<file path="src/rtl/sram_bus_arbiter_pkg.sv">
// sram_bus_arbiter_pkg: shared SRAM bus widths, EX burst limit and owner encodings
package sram_bus_arbiter_pkg;
  localparam int SramAddrBus = 32;
  localparam int SramBus = 32;
  localparam int MaxExBurst = 4;
  typedef enum logic [1:0] {
    OWN_NONE  = 2'd0,
    OWN_IF_RD = 2'd1,
    OWN_EX_RD = 2'd2
  } owner_e;
endpackage

</file>
<file path="src/rtl/sram_arb_prio.sv">
// sram_arb_prio: comb EX-first grant with IF override when the EX streak is full; ports: if_req_i, ex_req_i, burst_full_i -> if_gnt_o, ex_gnt_o
module sram_arb_prio (
  input  logic if_req_i,
  input  logic ex_req_i,
  input  logic burst_full_i,
  output logic if_gnt_o,
  output logic ex_gnt_o
);
  assign ex_gnt_o = ex_req_i & ~(if_req_i & burst_full_i);
  assign if_gnt_o = if_req_i & ~ex_gnt_o;
endmodule

</file>
<file path="src/rtl/sram_bus_arbiter.sv">
// sram_bus_arbiter: shares one sync SRAM between IF reads and EX load/store, returns read data 1 cycle after grant; ports: if_*, ex_*, mem_*, hold_flag_o
module sram_bus_arbiter
  import sram_bus_arbiter_pkg::*;
#(
  parameter int ADDR_W = SramAddrBus,
  parameter int DATA_W = SramBus,
  parameter int MAX_EX_BURST = MaxExBurst
) (
  input  logic              clk,
  input  logic              rst,
  input  logic              if_req_i,
  input  logic [ADDR_W-1:0] if_addr_i,
  output logic              if_gnt_o,
  output logic              if_rvalid_o,
  output logic [DATA_W-1:0] if_rdata_o,
  input  logic              ex_req_i,
  input  logic              ex_we_i,
  input  logic [ADDR_W-1:0] ex_addr_i,
  input  logic [DATA_W-1:0] ex_wdata_i,
  output logic              ex_gnt_o,
  output logic              ex_rvalid_o,
  output logic [DATA_W-1:0] ex_rdata_o,
  output logic              mem_en_o,
  output logic              mem_we_o,
  output logic [ADDR_W-1:0] mem_addr_o,
  output logic [DATA_W-1:0] mem_wdata_o,
  input  logic [DATA_W-1:0] mem_rdata_i,
  output logic              hold_flag_o
);
  localparam int SW = $clog2(MAX_EX_BURST + 1);
  logic          w_if_req;
  logic          w_ex_req;
  logic          w_if_gnt;
  logic          w_ex_gnt;
  logic          w_burst_full;
  logic [SW-1:0] r_streak;
  logic [SW-1:0] w_streak_nxt;
  owner_e        r_owner;
  owner_e        w_owner_nxt;
  assign w_if_req = if_req_i & ~rst;
  assign w_ex_req = ex_req_i & ~rst;
  assign w_burst_full = r_streak == SW'(MAX_EX_BURST);
  sram_arb_prio u_prio (
    .if_req_i    (w_if_req),
    .ex_req_i    (w_ex_req),
    .burst_full_i(w_burst_full),
    .if_gnt_o    (w_if_gnt),
    .ex_gnt_o    (w_ex_gnt)
  );
  always_comb begin
    w_streak_nxt = (!w_if_req || w_if_gnt) ? '0 :
                   (w_ex_gnt && !w_burst_full) ? r_streak + 1'b1 : r_streak;
    w_owner_nxt = w_if_gnt ? OWN_IF_RD : (w_ex_gnt && !ex_we_i) ? OWN_EX_RD : OWN_NONE;
  end
  always_ff @(posedge clk or posedge rst) begin
    if (rst) begin
      r_streak <= '0;
      r_owner <= OWN_NONE;
    end else begin
      r_streak <= w_streak_nxt;
      r_owner <= w_owner_nxt;
    end
  end
  assign if_gnt_o = w_if_gnt;
  assign ex_gnt_o = w_ex_gnt;
  assign hold_flag_o = w_if_req & ~w_if_gnt;
  assign mem_en_o = w_if_gnt | w_ex_gnt;
  assign mem_we_o = w_ex_gnt & ex_we_i;
  assign mem_addr_o = w_ex_gnt ? ex_addr_i : w_if_gnt ? if_addr_i : '0;
  assign mem_wdata_o = w_ex_gnt ? ex_wdata_i : '0;
  assign if_rvalid_o = r_owner == OWN_IF_RD;
  assign ex_rvalid_o = r_owner == OWN_EX_RD;
  assign if_rdata_o = if_rvalid_o ? mem_rdata_i : '0;
  assign ex_rdata_o = ex_rvalid_o ? mem_rdata_i : '0;
endmodule

</file>
<file path="config.mk">
export PLATFORM = sky130hd
export DESIGN_NAME = sram_bus_arbiter
export DESIGN_NICKNAME = d
export VERILOG_FILES = /design/src/rtl/sram_bus_arbiter_pkg.sv /design/src/rtl/sram_arb_prio.sv /design/src/rtl/sram_bus_arbiter.sv
export SDC_FILE = /design/constraint.sdc
export NUM_CORES = 1
export LEC_CHECK = 0
export ABC_AREA = 1
export CORE_AREA = 4 4 102 104
export CTS_BUF_LIST = sky130_fd_sc_hd__clkbuf_8
export DETAILED_ROUTE_END_ITERATION = 8
export DIE_AREA = 0 0 106 108
export PLACE_DENSITY = 0.69
export SYNTH_ARGS = -nofsm -noshare
export SYNTH_HDL_FRONTEND = slang
export SYNTH_HIERARCHICAL = 1
export SYNTH_SLANG_ARGS = --single-unit
export TNS_END_PERCENT = 5
</file>
<file path="constraint.sdc">
create_clock -name clk -period 4.9 [get_ports clk]
set_input_delay 0.735 -clock clk [delete_from_list [all_inputs] [get_ports clk]]
set_output_delay 0.735 -clock clk [all_outputs]
set_load 0.01 [all_outputs]
</file>
# ---- Word level (Yosys, flattened, before mapping)
# Index checks and enable logic that the tools add are counted.
dict set report totals {
  inputBits 133
  regBits 5
  output_inout_bits 135
  word_cells 34
}
dict set report op_classes {
  n_mux 9
  eq_ne 3
  bitwise_logic 12
  n_reduce_logical 7
  addsub 1
}
# operator count
set ops {}
lappend ops {{$mux 32} 5}
lappend ops {{$and 1x1->1} 7}
lappend ops {{$mux 3} 2}
lappend ops {{$mux 2} 2}
lappend ops {{$not 1->1} 4}
lappend ops {{$add 3x1->3 const B} 1}
lappend ops {{$eq 3x3->1 const B} 1}
lappend ops {{$logic_not 1->1} 3}
lappend ops {{$eq 2x1->1 const B} 1}
lappend ops {{$eq 2x2->1 const B} 1}
lappend ops {{$logic_and 1x1->1} 2}
lappend ops {{$reduce_bool 2->1} 1}
lappend ops {{$logic_or 1x1->1} 1}
lappend ops {{$or 1x1->1} 1}

# ---- Logic depth before layout (Yosys ltp)
dict set report logic_depth {
  word_depth 9
  depth_mapped 10
  ltp_nobuf 9
}

# ---- Modules after synthesis
# Netlist, hierarchy kept.
# mod seq_area_each_um2 cells_each n_inst area_each_um2
set modules_own_cells {}
lappend modules_own_cells {sram_bus_arbiter 125.1 320 1 1461.4}
lappend modules_own_cells {sram_arb_prio 0.0 4 1 27.5}

# ---- Least setup slack after synthesis
# OpenSTA, ideal clock, no wires.
dict set report synth_path {
  path_type {input-to-output}
  start {in rst}
  end {out mem_addr_o[10]}
  slack_ns 2.433
  path_stages 9
  path_buffers 2
  t_arrival_ns 1.732
  required_time_ns 4.165
  cell_sequence {inv_2 -> nand2_1 -> inv_1 -> inv_1 -> a21oi_2 -> buf_6 -> buf_2 -> nand3_1 -> nand2_1}
}
dict set report synth_via {
  elab_chain_cells 9
  word_cells_on_any_way 10
  cone_classes {mux: 2; bitwise: 8}
}
# item line
set synth_lines {}
lappend synth_lines {{start, declared} sram_bus_arbiter.sv:10} ;# input logic rst,
lappend synth_lines {{$not 1->1 *} sram_bus_arbiter.sv:40} ;# assign w_if_req = if_req_i & ~rst;
lappend synth_lines {{$and 1x1->1 *} sram_bus_arbiter.sv:40}
lappend synth_lines {{net w_if_req} sram_bus_arbiter.sv:31} ;# logic w_if_req;
lappend synth_lines {{$and 1x1->1} sram_arb_prio.sv:9} ;# assign ex_gnt_o = ex_req_i & ~(if_req_i & burst_full_i);
lappend synth_lines {{$not 1->1} sram_arb_prio.sv:9}
lappend synth_lines {{$and 1x1->1} sram_arb_prio.sv:9}
lappend synth_lines {{$not 1->1} sram_arb_prio.sv:10} ;# assign if_gnt_o = if_req_i & ~ex_gnt_o;
lappend synth_lines {{$and 1x1->1 *} sram_arb_prio.sv:10}
lappend synth_lines {{net if_gnt_o} sram_bus_arbiter.sv:13} ;# output logic if_gnt_o,
lappend synth_lines {{$mux 32 * (2 in series)} sram_bus_arbiter.sv:69} ;# assign mem_addr_o = w_ex_gnt ? ex_addr_i : w_if_gnt ? if_addr_i : '0;
lappend synth_lines {{end, declared} sram_bus_arbiter.sv:25} ;# output logic [ADDR_W-1:0] mem_addr_o,
# Mark *: on every way through the listed nets, which the timed path passes. The rest lies on a longest branch.

# ---- Worst setup path after layout
dict set report layout_path {
  start {in rst}
  end {out mem_addr_o[0]}
}
dict set report layout_via {
  elab_chain_cells 9
  word_cells_on_any_way 10
  cone_classes {mux: 2; bitwise: 8}
}
# item line
set layout_lines {}
lappend layout_lines {{$not 1->1 *} sram_bus_arbiter.sv:40}
lappend layout_lines {{$and 1x1->1 *} sram_bus_arbiter.sv:40}
lappend layout_lines {{net w_if_req} sram_bus_arbiter.sv:31}
lappend layout_lines {{$and 1x1->1} sram_arb_prio.sv:9}
lappend layout_lines {{$not 1->1} sram_arb_prio.sv:9}
lappend layout_lines {{$and 1x1->1} sram_arb_prio.sv:9}
lappend layout_lines {{$not 1->1} sram_arb_prio.sv:10}
lappend layout_lines {{$and 1x1->1} sram_arb_prio.sv:10}
lappend layout_lines {{$mux 32} sram_bus_arbiter.sv:69}
lappend layout_lines {{$mux 32 *} sram_bus_arbiter.sv:69}
# Marked as above.

==> metrics.md <==
| Metric | Value |
|---|---|
| Crit-path cells | `clkdlybuf4s50_1 > inv_2 > nand2_1 > inv_1 > inv_1 > a21oi_4 > buf_4 > nand3_1 > nand2_1 > clkdlybuf4s50_1` |
| Largest net degree at the start of global routing | `38` |
| Via Count | `2748` |
| Post-DP HPWL | `7820 um` |
| CTS Buffer Depth | `2` |
| Clock tree from TritonCTS | `built` |
| Worst min-delay path class | `flop to flop` |
| Final worst path period share | `between 70% and 80%` |
| Layout cells sized above 1 | `2.43%` |
| CP startpoint kind | `input pin` |
| Leakage | `~0.0021 uW` |
| Hold_buf cts | `0` |
| Clock slew at reported path FFs | `around 0.03 ns` |
| Xor and xnor area share after synthesis | `0%` |
| Total routed wirelength | `roughly 9000 um` |
| Die Y | `108 um` |
| Remaining global-route overflow | `0` |
| Buffers added on ports | `approximately 270` |
| Die W | `about 110 um` |
| TritonRoute pass-1 iters | `5` |
| Top-level port count | `~270` |
| Final Slew Violations | `0` |
| NumNets Final | `~710` |
| Setup-failing EPs final | `0` |
| Antenna Cells | `0` |
| Global placement routability congestion | `0.806` |
| Fill cells | `roughly 1000` |
| Synth Area in Adders | `under 10%` |
| Post-DR wirelength/cell | `between 10 and 15 um` |
| RSZ-0062 raised after global routing | `no` |
| Slowest-stage cell, CP | `clkdlybuf4s50_1` |
| Global Route Usage Sum | `14.0%` |
| Compound-Gate Fraction of Synth Area | `under 10%` |
| Via/cell ratio | `3.87` |
| Vias in the first global route | `roughly 2600` |
| Drc violations | `0` |
| Multiplexer area fraction after synthesis | `0%` |
| Yosys warnings | `6` |
| Critical path class | `input pin to output port` |
| Setup Skew | `around 0.00026 ns` |
| First-pass GRT wire length | `12900 um` |
| Crit. End Element | `output port` |
| Fmax | `262 MHz` |
| Status | `finished clean` |
| Synth Area per Inst | `4.60 um2` |
| Critical-path maximum fanout | `19` |
| CTS root buf | `clkbuf_8` |
| ANT nets after route | `0` |
| Slowest stage delay, CP | `0.53 ns` |
| Setup TNS | `0 ns` |
| Postcts setup bufs | `0` |
| WP data required | `4.16 ns` |
| DP Worst Slack | `roughly 1.1 ns` |
| Largest family of logic cells by synthesized area | `simple AND/OR/NAND/NOR gates` |
| Worst vdd ir | `roughly 0.052 mV` |
| Drt initial violations | `176` |
| Max-slew headroom | `between 20% and 30%` |
| Setup ws final | `1.08 ns` |
| Final hold violation count | `0` |
| Post-Synth Simple-Gate Area | `57.7%` |
| Initial antenna violation count | `0` |
| Row cnt | `36` |
| Sequential-to-total area share from yosys stat | `about 8.4%` |
| Most frequent cells in the layout | `clkdlybuf4s50_1, nand2_1, inv_1, nor2_1, nand3_1` |
| Core ar. | `between 9000 and 10000 um2` |
| Max Cap Violations | `0` |
| CTS Sinks | `5` |
| Number of buffers created by CTS | `3` |
| Cell count after synthesis | `roughly 320` |
| FF+latch count, synth | `5` |
| Area Growth Syn to Fin | `186%` |
| Post-synth cell types | `15` |
| Synthesized cell area | `between 1000 and 1500 um2` |
| Overall power | `413 uW` |
| Crit path arrival time | `a little over 3 ns` |
| Clk Latency, worst-skew pair | `0.21 ns` |
| H-tree depth | `1` |
| Fin crit period | `between 3 and 4 ns` |
| Worst Max-Slew Pin Slew | `approximately 1.1 ns` |
| Synthesized Nets | `about 460` |
| Starting Density | `between 10% and 20%` |
| Commonest non-fill, non-tap cell in the layout | `clkdlybuf4s50_1` |
| Die ar. | `about 11000 um2` |
| Post-cts sizing count | `0` |
| Power density over cell area | `96.9 nW/um2` |
[through the flow]
stage / utilization [%] / hold WS [ns] / cells / area [um2]
after floorplan: - / 0.490 / 324 / 1490
after global routing: 44.6 / 0.617 / 710 / 4260
after detailed placement: 44.1 / 0.564 / 706 / 4210
final: 44.6 / 0.574 / 710 / 4260
after CTS: 44.6 / 0.572 / 710 / 4260
after global placement: 44.1 / 0.533 / 706 / 4210
[where the power goes]
part,internal (uW),total [uW],leakage [uW],switching (uW)
combinational,186,298,0.00205,112
clock,53.5,71.0,0.0000269,17.6
sequential,42.6,43.2,0.0000684,0.664
[cells in the mapped netlist]
| library cell | n | share of area (%) |
|---|---|---|
| buf_2 | 9 | 3.0 |
| inv_2 | 3 | 0.76 |
| ha_1 | 2 | 1.7 |
| dfrtp_1 | 5 | 8.4 |
| a21boi_2 | 1 | 0.76 |
| nand3_1 | 38 | 13 |
| nand2_1 | 107 | 27 |
| inv_1 | 76 | 19 |
| nor2_2 | 2 | 0.84 |
| a21oi_2 | 2 | 1.2 |
| nor2_1 | 65 | 16 |
| buf_6 | 5 | 3.8 |
| or2_1 | 1 | 0.42 |
| buf_4 | 7 | 3.5 |
| nor3_1 | 1 | 0.34 |
[final timing paths]
| path | startpoint | to | slack (ns) | cells after the start |
|---|---|---|---|---|
| min in group asynchronous | rst | r_streak[0] | 0.75 | 2 |
| min | r_streak[1] | r_streak[1] | 0.57 | 2 |
| max in group asynchronous | rst | r_owner[0] | 4.02 | 2 |
| max | rst | mem_addr_o[0] | 1.08 | 10 |
| max reg2reg | r_streak[0] | r_streak[1] | 2.81 | 10 |
| min reg2reg | r_streak[1] | r_streak[1] | 0.57 | 2 |
[worst max-delay path: cells and delay by family]
| family | cells | cell delay, ns |
|---|---|---|
| buffers and inverters | 6 | 1.63 |
| AO/OA/AOI/OAI | 1 | 0.39 |
| AND/OR/NAND/NOR | 3 | 0.32 |
[per-layer routing]
layer | vias up | track usage, % | wire length [um]
met2 | 159 | 27.6 | 4670
met3 | 10 | 4.72 | 893
met5 | - | 0 | 0
met4 | 0 | 3.15 | 116
met1 | 1155 | 14.2 | 3270
li1 | 1424 | - | -
[state kept, by name (all words and copies together), names as in the netlist]
signal	cells
r_streak	3
r_owner	2
[kinds of logic (layout without fill, tap and decap cells)]
kind of cell    count (synthesis)  in the layout
simple gates                  214            214
buf+inv                       100            353
flops                           5              5
compound gates                  3              3
fa+ha+maj                       2              2
[cell type report]
type	instances	area, um2	share of cell area [%]
Inverter	79	297	6.97
Timing Repair Buffer	270	2700	63.3
Tap cell	133	166	3.91
Sequential cell	5	125	2.94
Clock buffer	3	41.3	0.970
Multi-Input combinational cell	219	928	21.8
Clock inverter	1	3.75	0.0882
Note: power is estimated with default switching activity, not from simulation.
